[src/rtl/fp_normalize_pack_if.sv]
// Handshake bundle for the adder's normalise/pack stage: the operand side
// (mant/exp/sign with valid/ready) and the packed-result side (word plus flags).
interface fp_normalize_pack_if #(
  parameter int EXP_W  = 8,
  parameter int FRAC_W = 23
);
  logic                  in_valid;
  logic                  in_ready;
  logic [FRAC_W+1:0]     mant_in;
  logic [EXP_W-1:0]      exp_in;
  logic                  sign_in;
  logic                  out_valid;
  logic                  out_ready;
  logic [EXP_W+FRAC_W:0] result;
  logic                  overflow;
  logic                  underflow;

  modport master (
    output in_valid, mant_in, exp_in, sign_in, out_ready,
    input  in_ready, out_valid, result, overflow, underflow
  );

  modport slave (
    input  in_valid, mant_in, exp_in, sign_in, out_ready,
    output in_ready, out_valid, result, overflow, underflow
  );
endinterface

[src/rtl/fp_normalize_pack.sv]
// Post-add normalise and pack stage of the single-precision adder: one carry
// right-shift or one left shift per cycle, then a truncated IEEE754 word with flags.
module fp_normalize_pack #(
  parameter int EXP_W  = 8,
  parameter int FRAC_W = 23
) (
  input  logic                clk,
  input  logic                rst,
  fp_normalize_pack_if.slave  bus
);

  localparam int MANT_W = FRAC_W + 2;
  localparam int WORD_W = EXP_W + FRAC_W + 1;
  localparam logic [EXP_W:0] EXP_MAX = {1'b0, {EXP_W{1'b1}}};
  localparam logic [EXP_W:0] EXP_ONE = {{EXP_W{1'b0}}, 1'b1};

  typedef enum logic [1:0] {S_IDLE, S_NORM, S_DONE} state_t;

  state_t              r_state, w_state_nxt;
  logic [MANT_W-1:0]   r_mant,  w_mant_nxt;
  logic [EXP_W:0]      r_exp,   w_exp_nxt;
  logic                r_sign,  w_sign_nxt;
  logic [WORD_W-1:0]   r_result, w_result_nxt;
  logic                r_ovf,   w_ovf_nxt;
  logic                r_unf,   w_unf_nxt;
  logic [EXP_W:0]      w_exp_inc;

  // One extra exponent bit so the carry increment never wraps.
  assign w_exp_inc = r_exp + EXP_ONE;

  // NOTE: sequential state uses non-blocking assignments so every register
  // samples the pre-edge values computed by the combinational block.
  always_ff @(posedge clk or posedge rst) begin
    if (rst) r_state <= S_IDLE;
    else     r_state <= w_state_nxt;
  end

  always_ff @(posedge clk or posedge rst) begin
    if (rst) begin
      r_mant   <= '0;
      r_exp    <= '0;
      r_sign   <= 1'b0;
      r_result <= '0;
      r_ovf    <= 1'b0;
      r_unf    <= 1'b0;
    end else begin
      r_mant   <= w_mant_nxt;
      r_exp    <= w_exp_nxt;
      r_sign   <= w_sign_nxt;
      r_result <= w_result_nxt;
      r_ovf    <= w_ovf_nxt;
      r_unf    <= w_unf_nxt;
    end
  end

  // NOTE: every output of this block gets a hold default first, so no path
  // through the case leaves a variable unassigned and no latch is inferred.
  always_comb begin
    w_state_nxt  = r_state;
    w_mant_nxt   = r_mant;
    w_exp_nxt    = r_exp;
    w_sign_nxt   = r_sign;
    w_result_nxt = r_result;
    w_ovf_nxt    = r_ovf;
    w_unf_nxt    = r_unf;

    unique case (r_state)
      S_IDLE: begin
        if (bus.in_valid) begin
          w_mant_nxt  = bus.mant_in;
          w_exp_nxt   = {1'b0, bus.exp_in};
          w_sign_nxt  = bus.sign_in;
          w_state_nxt = S_NORM;
        end
      end

      S_NORM: begin
        if (r_exp == EXP_MAX) begin
          w_result_nxt = {r_sign, {EXP_W{1'b1}}, {FRAC_W{1'b0}}};
          w_ovf_nxt    = 1'b1;
          w_state_nxt  = S_DONE;
        end else if (r_mant == '0) begin
          // Exact cancellation always yields +0, whatever the sum sign was.
          w_result_nxt = '0;
          w_state_nxt  = S_DONE;
        end else if (r_mant[MANT_W-1]) begin
          w_mant_nxt  = r_mant >> 1;
          w_exp_nxt   = w_exp_inc;
          w_state_nxt = S_DONE;
          if (w_exp_inc == EXP_MAX) begin
            w_result_nxt = {r_sign, {EXP_W{1'b1}}, {FRAC_W{1'b0}}};
            w_ovf_nxt    = 1'b1;
          end else begin
            w_result_nxt = {r_sign, w_exp_inc[EXP_W-1:0], r_mant[FRAC_W:1]};
          end
        end else if (r_mant[FRAC_W]) begin
          w_result_nxt = {r_sign, r_exp[EXP_W-1:0], r_mant[FRAC_W-1:0]};
          w_state_nxt  = S_DONE;
        end else if (r_exp <= EXP_ONE) begin
          // No denormal output: anything that cannot normalise flushes to zero.
          w_result_nxt = {r_sign, {(WORD_W-1){1'b0}}};
          w_unf_nxt    = 1'b1;
          w_state_nxt  = S_DONE;
        end else begin
          w_mant_nxt = r_mant << 1;
          w_exp_nxt  = r_exp - EXP_ONE;
        end
      end

      S_DONE: begin
        if (bus.out_ready) begin
          w_ovf_nxt   = 1'b0;
          w_unf_nxt   = 1'b0;
          w_state_nxt = S_IDLE;
        end
      end

      default: w_state_nxt = S_IDLE;
    endcase
  end

  assign bus.in_ready  = (r_state == S_IDLE);
  assign bus.out_valid = (r_state == S_DONE);
  assign bus.result    = r_result;
  assign bus.overflow  = r_ovf;
  assign bus.underflow = r_unf;

endmodule

[src/flat_wrapper.sv]
// flat-port wrapper written by rule: the top's interface ports become plain ports
module fp_normalize_pack_flat 
#(
  parameter int EXP_W  = 8,
  parameter int FRAC_W = 23
)
  (clk, rst, bus_in_valid, bus_mant_in, bus_exp_in, bus_sign_in, bus_out_ready, bus_in_ready, bus_out_valid, bus_result, bus_overflow, bus_underflow);
  fp_normalize_pack_if #(.EXP_W(EXP_W), .FRAC_W(FRAC_W)) bus_i ();
  input  logic clk;
  input  logic rst;
  input wire logic [$bits(bus_i.in_valid)-1:0] bus_in_valid;
  input wire logic [$bits(bus_i.mant_in)-1:0] bus_mant_in;
  input wire logic [$bits(bus_i.exp_in)-1:0] bus_exp_in;
  input wire logic [$bits(bus_i.sign_in)-1:0] bus_sign_in;
  input wire logic [$bits(bus_i.out_ready)-1:0] bus_out_ready;
  output wire logic [$bits(bus_i.in_ready)-1:0] bus_in_ready;
  output wire logic [$bits(bus_i.out_valid)-1:0] bus_out_valid;
  output wire logic [$bits(bus_i.result)-1:0] bus_result;
  output wire logic [$bits(bus_i.overflow)-1:0] bus_overflow;
  output wire logic [$bits(bus_i.underflow)-1:0] bus_underflow;
  assign bus_i.in_valid = bus_in_valid;
  assign bus_i.mant_in = bus_mant_in;
  assign bus_i.exp_in = bus_exp_in;
  assign bus_i.sign_in = bus_sign_in;
  assign bus_i.out_ready = bus_out_ready;
  assign bus_in_ready = bus_i.in_ready;
  assign bus_out_valid = bus_i.out_valid;
  assign bus_result = bus_i.result;
  assign bus_overflow = bus_i.overflow;
  assign bus_underflow = bus_i.underflow;
  fp_normalize_pack #(.EXP_W(EXP_W), .FRAC_W(FRAC_W)) u_core (.clk(clk), .rst(rst), .bus(bus_i));
endmodule
[config.mk]
export PLATFORM = sky130hd
export DESIGN_NAME = fp_normalize_pack_flat
export DESIGN_NICKNAME = d
export VERILOG_FILES = /design/src/rtl/fp_normalize_pack_if.sv /design/src/rtl/fp_normalize_pack.sv /design/src/flat_wrapper.sv
export SDC_FILE = /design/constraint.sdc
export NUM_CORES = 1
export LEC_CHECK = 0
export BUFFER_PORTS_ARGS = -buffer_cell sky130_fd_sc_hd__buf_2
export CELL_PAD_IN_SITES_DETAIL_PLACEMENT = 1
export CELL_PAD_IN_SITES_GLOBAL_PLACEMENT = 1
export CORE_AREA = 2 2 119 92
export CTS_CLUSTER_DIAMETER = 30
export DETAILED_ROUTE_END_ITERATION = 10
export DIE_AREA = 0 0 121 94
export PLACE_DENSITY_LB_ADDON = 0.05
export SETUP_SLACK_MARGIN = 0.02
export SYNTH_ARGS = -nofsm -noshare
export SYNTH_HDL_FRONTEND = slang
export SYNTH_SLANG_ARGS = --single-unit
[constraint.sdc]
create_clock -name clk -period 4.2 [get_ports clk]
set_clock_uncertainty 0.2 [all_clocks]
set_input_delay 0.21 -clock clk [delete_from_list [all_inputs] [get_ports clk]]
set_output_delay 0.21 -clock clk [all_outputs]
set_load 0.01 [all_outputs]
After elaboration in Yosys (flattened, before gate mapping):

Cells that the tools add are included.

* reduce and logical (&&, ||, !) cells: 12
* shift operators: 0
* div/mod/pow operators: 0
* magnitude comparators: 1
* bitwise logic cells: 0
* $mul: 0
* muxes and demuxes: 40
* add/subtract/negate cells: 2
* equality and inequality tests: 17

Operator list (number)
* two-way mux 32 bit: 5
* two-way mux 25 bit: 5
* two-way mux 9 bit: 6
* one-hot mux 25 bit (2 select lines): 1
* two-way mux 31 bit: 1
* logical NOT 25 bit: 1
* two-way mux 24 bit: 1
* equality test 9 x 8 -> 1 bit, second input constant: 2
* one-hot mux 9 bit (2 select lines): 1
* two-way mux 2 bit: 7
* inequality test 2 bit, second input constant: 6
* two-way mux 1 bit: 10
* adder 9 x 1 -> 9 bit, second input constant: 1
* <= comparator 9 x 1 -> 1 bit, second input constant: 1
* inequality test 3 x 2 -> 1 bit, second input constant: 3
* subtractor 9 x 1 -> 9 bit, second input constant: 1
* AND reduction 7 bit: 1
* inequality test 3 x 1 -> 1 bit, second input constant: 2
* inequality test 6 x 1 -> 1 bit, second input constant: 1
* one-hot mux 2 bit (3 select lines): 1
* AND reduction 6 bit: 1
* AND reduction 5 bit: 1
* nonzero test 5 bit: 1
* one-hot mux 1 bit (2 select lines): 2
* 8 further kinds: 10

* bits of input ports: 38
* bits in read-only memories: 0
* output and inout port bits: 36
* bits in registers: 71
* memory bits (writable): 0
* logic and storage cells: 80
* latch bits: 0
* memories kept: 0

Longest topological paths before layout:

* word-level depth: 7
* gate-level depth with buffers: 11
* gate-level depth less buffers: 9

Least setup slack after synthesis:

Ideal clock, no wire load.

* kind: reg-to-reg
* start point: register u_core.r_exp[0]
* end point: register u_core.r_result[0], in the netlist u_core.bus.result[0]
* setup time: 0.066 ns
* path slack: 1.282 ns
* stages on the path, launching flop included: 12
* buffers on the path: 2
* arrival: 2.652 ns
* cell sequence: dfrtp_1 ha_1 buf_2 nand2_1 nor3_1 ha_1 and4_1 o2111a_1 a31oi_1 o2111a_1 clkbuf_1 a221o_1

* word-level cells in the longest chain between the ends: 6
* elaborated cells between the ends (all ways): 10
* classes of those cells: add/sub: 1; order compare: 1; eq/ne: 2; mux: 4; reduce/logical: 2

RTL lines
* start, declared: line fp_normalize_pack.sv:21 `logic [EXP_W:0] r_exp, w_exp_nxt;`
* start signal, assigned: line fp_normalize_pack.sv:48 `r_exp <= w_exp_nxt;`
* adder 9 x 1 -> 9 bit: line fp_normalize_pack.sv:29 `assign w_exp_inc = r_exp + EXP_ONE;`
* equality test 9 x 8 -> 1 bit: line fp_normalize_pack.sv:90 `if (w_exp_inc == EXP_MAX) begin`
* two-way mux 31 bit: line fp_normalize_pack.sv:90
* two-way mux 32 bit: line fp_normalize_pack.sv:86 `end else if (r_mant[MANT_W-1]) begin`
* two-way mux 32 bit: line fp_normalize_pack.sv:82 `end else if (r_mant == '0) begin`
* two-way mux 32 bit: line fp_normalize_pack.sv:78 `if (r_exp == EXP_MAX) begin`
* end signal, assigned: line fp_normalize_pack.sv:50 `r_result <= w_result_nxt;`
* end, declared: line fp_normalize_pack.sv:23 `logic [WORD_W-1:0] r_result, w_result_nxt;`

Parallel ways exist; a longest one is shown, timed or not.
A chain may end at the register's enable or synchronous reset.

Worst setup path in the final report:

* start point: register u_core.r_exp[0]
* end point: register u_core.r_result[8], in the netlist u_core.bus.result[8]

Same word-level chain as after synthesis.

==> reports/metrics.json <==
{
  "grt-busiest-layer": {"value": "met1"},
  "grt_max_degree": {"value": 48},
  "synthSimpleGateAreaFrac": {"value": 15.8, "unit": "%"},
  "number_of_antenna_violations_at_the_first_check_in_global_routing": {"value": 0},
  "totalNegativeSetupSlack": {"value": 0, "unit": "ps"},
  "synth_seq_area_share": {"value": 41.0, "unit": "%"},
  "synthTopCellsByArea": {"value": "sky130_fd_sc_hd__dfrtp_1 41%, sky130_fd_sc_hd__mux2_1 5.2%, sky130_fd_sc_hd__a221o_1 5.1%"},
  "swShare": {"value": 43.5, "unit": "%"},
  "status": {"value": "finished, final reports clean"},
  "power.switching": {"value": 2.03, "unit": "mW"},
  "max_cap_violations": {"value": 0},
  "grt.met1_usage": {"value": 41.6, "unit": "%"},
  "first_iteration_detailed_routing_drc_count": {"value": 256},
  "ctsHtreeMaxLevel": {"value": 3},
  "hpwlAfterDp": {"value": 9380, "unit": "microns"},
  "synthCells": {"value": 455},
  "timing.critical_path.fanout_max": {"value": 22},
  "totalWireLength": {"value": 13900, "unit": "microns"},
  "post_cts_resized": {"value": 0},
  "drc": {"value": 0},
  "grtUsageTotal": {"value": 25.8, "unit": "%"},
  "globalRouteMet2Util": {"value": 34.6, "unit": "%"},
  "syn_avg_cell_area": {"value": 9.52, "unit": "sq um"},
  "top_achievable_clock_speed": {"value": 285, "unit": "MHz"},
  "combinational_family_with_the_most_area_after_synthesis": {"value": "compound AO/OA/AOI/OAI gates"},
  "share_comb_of_total_power": {"value": 48.3, "unit": "%"},
  "cellPowerDensity": {"value": 900, "unit": "nW/um^2"},
  "setup_viol": {"value": 0},
  "clk_pin_slew_worst_paths": {"value": 60, "unit": "ps"},
  "flow.area_growth_from_synthesis": {"value": 19.6, "unit": "%"},
  "initial_utilization": {"value": 42.8, "unit": "%"},
  "final_antenna_net_count": {"value": 0},
  "yosys_register_bits": {"value": 71},
  "final_min_period_over_clock_period": {"value": 83.6, "unit": "%"},
  "timing.hold.worst.class": {"value": "input pin to flop"},
  "wl_per_cell": {"value": 21.2, "unit": "microns"},
  "core_ar": {"value": 10100, "unit": "sq um"},
  "ctsRootBufferMaster": {"value": "sky130_fd_sc_hd__clkbuf_16"},
  "die_h": {"value": 94, "unit": "microns"},
  "complex_gate_fraction_of_the_synthesized_area": {"value": 25.9, "unit": "%"},
  "synthDominantAreaCellType": {"value": "sky130_fd_sc_hd__dfrtp_1"},
  "vdd_ir_drop_max": {"value": 0.442, "unit": "mV"},
  "fin_crit": {"value": 3510, "unit": "ps"},
  "clock_insertion_delay_worst_skew": {"value": 340, "unit": "ps"},
  "yosys_warnings": {"value": 0},
  "fraction_of_layout_instances_using_a_drive_strength_above_1": {"value": 22.4, "unit": "%"},
  "worst_hold_slack": {"value": 40.5, "unit": "ps"},
  "cts_sinks": {"value": 71},
  "worstMarginPinSlew": {"value": 1120, "unit": "ps"},
  "synthAdderAreaFrac": {"value": 2.31, "unit": "%"},
  "p_total": {"value": 4.66, "unit": "mW"},
  "floorplan.die.width": {"value": 121, "unit": "microns"},
  "cp_startpoint_kind": {"value": "flop"},
  "num-nets-final": {"value": 560},
  "static-leakage-power": {"value": 2.27, "unit": "nW"},
  "synth.top_cell.area_share": {"value": 41.0, "unit": "%"},
  "first_pass_iters": {"value": 5},
  "critPathArrivalTime": {"value": 3580, "unit": "ps"},
  "fillCellCount": {"value": 1171},
  "count_of_port_buffers_added_during_placement": {"value": 73},
  "max-clock-path-buffers": {"value": 2},
  "worst-endpoint-required": {"value": 4270, "unit": "ps"},
  "post_cts_repair_timing_setup_buffer_count": {"value": 0},
  "vias_in_the_first_global_route": {"value": 3905},
  "synth-edff-count": {"value": 0},
  "synthMuxAreaShare": {"value": 8.69, "unit": "%"},
  "internal_power_summed_over_all_cells": {"value": 2.63, "unit": "mW"},
  "critPathCaptureType": {"value": "flop"},
  "cts_tree": {"value": "done"},
  "timing.setup.critical_path_class": {"value": "flop to flop"},
  "grt_setup_unrepaired": {"value": "no"},
  "synthXorXnorAreaFrac": {"value": 0.404, "unit": "%"},
  "synth_flop_cell": {"value": "sky130_fd_sc_hd__dfrtp_1"},
  "diodes": {"value": 0},
  "synth_async_sr_flop_share": {"value": 100, "unit": "%"},
  "die-area": {"value": 11400, "unit": "sq um"},
  "synth_nets": {"value": 501},
  "met3_usage": {"value": 4.92, "unit": "%"},
  "p_seq_share": {"value": 31.6, "unit": "%"},
  "final_hold_viol_count": {"value": 0},
  "overflow": {"value": 0},
  "final_max_slew_viol_count": {"value": 0},
  "mappedNetlistArea": {"value": 4330, "unit": "sq um"},
  "cts_buffers": {"value": 9},
  "placementRows": {"value": 32},
  "maxSlewHeadroom": {"value": 25.3, "unit": "%"},
  "synth.distinct_cells": {"value": 60},
  "drt-vias-per-instance": {"value": 6.07},
  "route.vias.total": {"value": 3979},
  "clkPwrFrac": {"value": 20.1, "unit": "%"},
  "global_route_wire_length_before_repair": {"value": 22400, "unit": "microns"},
  "place.gp.congestion": {"value": 0.898},
  "ios": {"value": 74},
  "cts_stage_hold_buffer_count": {"value": 5}
}
per-layer routing:
layer / share of wire (%) / up-vias
li1: - / 1837
met1: 52 / 2002
met2: 41 / 126
met3: 5.5 / 14
met4: 0.82 / 0
met5: 0 / -
power by group through the flow:
stage | combinational (mW) | clock (mW) | sequential (mW)
final | 2.25 | 0.936 | 1.48
after global routing | 2.49 | 0.978 | 1.53
after CTS | 2.24 | 0.952 | 1.46
after detailed placement | 2.22 | 0 | 1.47
after global placement | 2.15 | 0 | 1.46
after floorplan | 1.67 | 0 | 1.34
final cells by class:
cell class	count	area [sq um]	area share, %
clock inverter	4	98.8	1.91
multi-input combinational	325	2310	44.6
tap	136	170	3.29
sequential	71	1780	34.3
clock buffer	12	267	5.15
inverter	20	75.1	1.45
timing repair buffer	87	483	9.33
layout by cell type (no fill, tap or decap), types with 3 or more instances in the layout:
master	count
sky130_fd_sc_hd__o211ai_1	3
sky130_fd_sc_hd__mux2_1	20
sky130_fd_sc_hd__o2bb2ai_1	5
sky130_fd_sc_hd__or4_1	4
sky130_fd_sc_hd__a221oi_1	6
sky130_fd_sc_hd__o311ai_0	4
sky130_fd_sc_hd__a21o_1	3
sky130_fd_sc_hd__o21ai_0	12
sky130_fd_sc_hd__and2_1	23
sky130_fd_sc_hd__a211oi_1	5
sky130_fd_sc_hd__nor4_1	3
sky130_fd_sc_hd__dfrtp_1	71
sky130_fd_sc_hd__mux2_2	9
sky130_fd_sc_hd__a21oi_1	38
sky130_fd_sc_hd__bufinv_16	3
sky130_fd_sc_hd__buf_4	9
sky130_fd_sc_hd__a31oi_1	6
sky130_fd_sc_hd__dlygate4sd3_1	5
sky130_fd_sc_hd__and4_1	3
sky130_fd_sc_hd__mux2i_1	5
sky130_fd_sc_hd__buf_2	73
sky130_fd_sc_hd__a22oi_1	22
sky130_fd_sc_hd__nand3_1	10
sky130_fd_sc_hd__nor3_1	13
sky130_fd_sc_hd__nor2_1	37
sky130_fd_sc_hd__nor2b_1	4
sky130_fd_sc_hd__clkbuf_8	3
sky130_fd_sc_hd__inv_1	19
sky130_fd_sc_hd__and3_1	4
sky130_fd_sc_hd__nand2_1	16
sky130_fd_sc_hd__ha_1	7
sky130_fd_sc_hd__clkbuf_16	9
sky130_fd_sc_hd__a221o_1	22
kinds of logic after synthesis:
| kind of cell | Yosys count |
|---|---|
| fa+ha+maj | 8 |
| xor+xnor | 2 |
| mux | 34 |
| flops | 71 |
| buf+inv | 59 |
| simple gates | 129 |
| compound gates | 152 |
synth_stat cells (4+ instances only):
| cell | count |
|---|---|
| sky130_fd_sc_hd__nand2_1 | 16 |
| sky130_fd_sc_hd__mux2_2 | 9 |
| sky130_fd_sc_hd__o21ai_0 | 12 |
| sky130_fd_sc_hd__a22oi_1 | 22 |
| sky130_fd_sc_hd__nand3_1 | 10 |
| sky130_fd_sc_hd__mux2i_1 | 5 |
| sky130_fd_sc_hd__a31oi_1 | 7 |
| sky130_fd_sc_hd__a221o_1 | 22 |
| sky130_fd_sc_hd__dfrtp_1 | 71 |
| sky130_fd_sc_hd__or4_1 | 4 |
| sky130_fd_sc_hd__inv_1 | 20 |
| sky130_fd_sc_hd__mux2_1 | 20 |
| sky130_fd_sc_hd__nor2_1 | 37 |
| sky130_fd_sc_hd__and2_1 | 23 |
| sky130_fd_sc_hd__o311ai_0 | 4 |
| sky130_fd_sc_hd__o2bb2ai_1 | 5 |
| sky130_fd_sc_hd__nor2b_1 | 4 |
| sky130_fd_sc_hd__clkbuf_1 | 29 |
| sky130_fd_sc_hd__ha_1 | 8 |
| sky130_fd_sc_hd__a221oi_1 | 6 |
| sky130_fd_sc_hd__and3_1 | 4 |
| sky130_fd_sc_hd__a211oi_1 | 5 |
| sky130_fd_sc_hd__a21oi_1 | 38 |
| sky130_fd_sc_hd__nor3_1 | 13 |
stage by stage:
step                util, %  setup slack (ps)  instances  cell area (sq um)
floorplan                 -              1280        455               4330
global placement       47.0               826        634               4760
detailed placement     47.0               780        634               4760
CTS                    51.1               752        655               5180
global route           51.1               425        655               5180
finish                 51.1               690        655               5180
state kept, by name, summed over array words and instances (netlist names):
signal	flops
u_core.bus.underflow	1
u_core.r_state	2
u_core.r_sign	1
u_core.bus.result	32
u_core.bus.overflow	1
u_core.r_mant	25
u_core.r_exp	9
worst paths after layout:
path                       slack [ps]  cells after the start             startpoint                    end
setup reg to reg                  690                     10        u_core.r_exp[0]   u_core.bus.result[8]
setup / recovery                  690                     10        u_core.r_exp[0]   u_core.bus.result[8]
hold reg to reg                   280                      1  u_core.bus.result[29]  u_core.bus.result[29]
hold / removal                     40                      4        bus_mant_in[11]      u_core.r_mant[11]
max in group asynchronous        2370                      4                    rst      u_core.r_mant[20]
min in group asynchronous         480                      3                    rst   u_core.bus.result[8]
worst max-delay path, cell delays in order (launching register included):
cell and delay, ps:
sky130_fd_sc_hd__dfrtp_1 570, sky130_fd_sc_hd__ha_1 430, sky130_fd_sc_hd__nand2_1 170, sky130_fd_sc_hd__nor3_1 220
sky130_fd_sc_hd__ha_1 280, sky130_fd_sc_hd__and4_1 240, sky130_fd_sc_hd__o2111a_1 140, sky130_fd_sc_hd__a31oi_1 420
sky130_fd_sc_hd__o2111a_1 250, sky130_fd_sc_hd__buf_4 290, sky130_fd_sc_hd__a221o_1 210
Note: power is estimated with default switching activity, not from simulation.
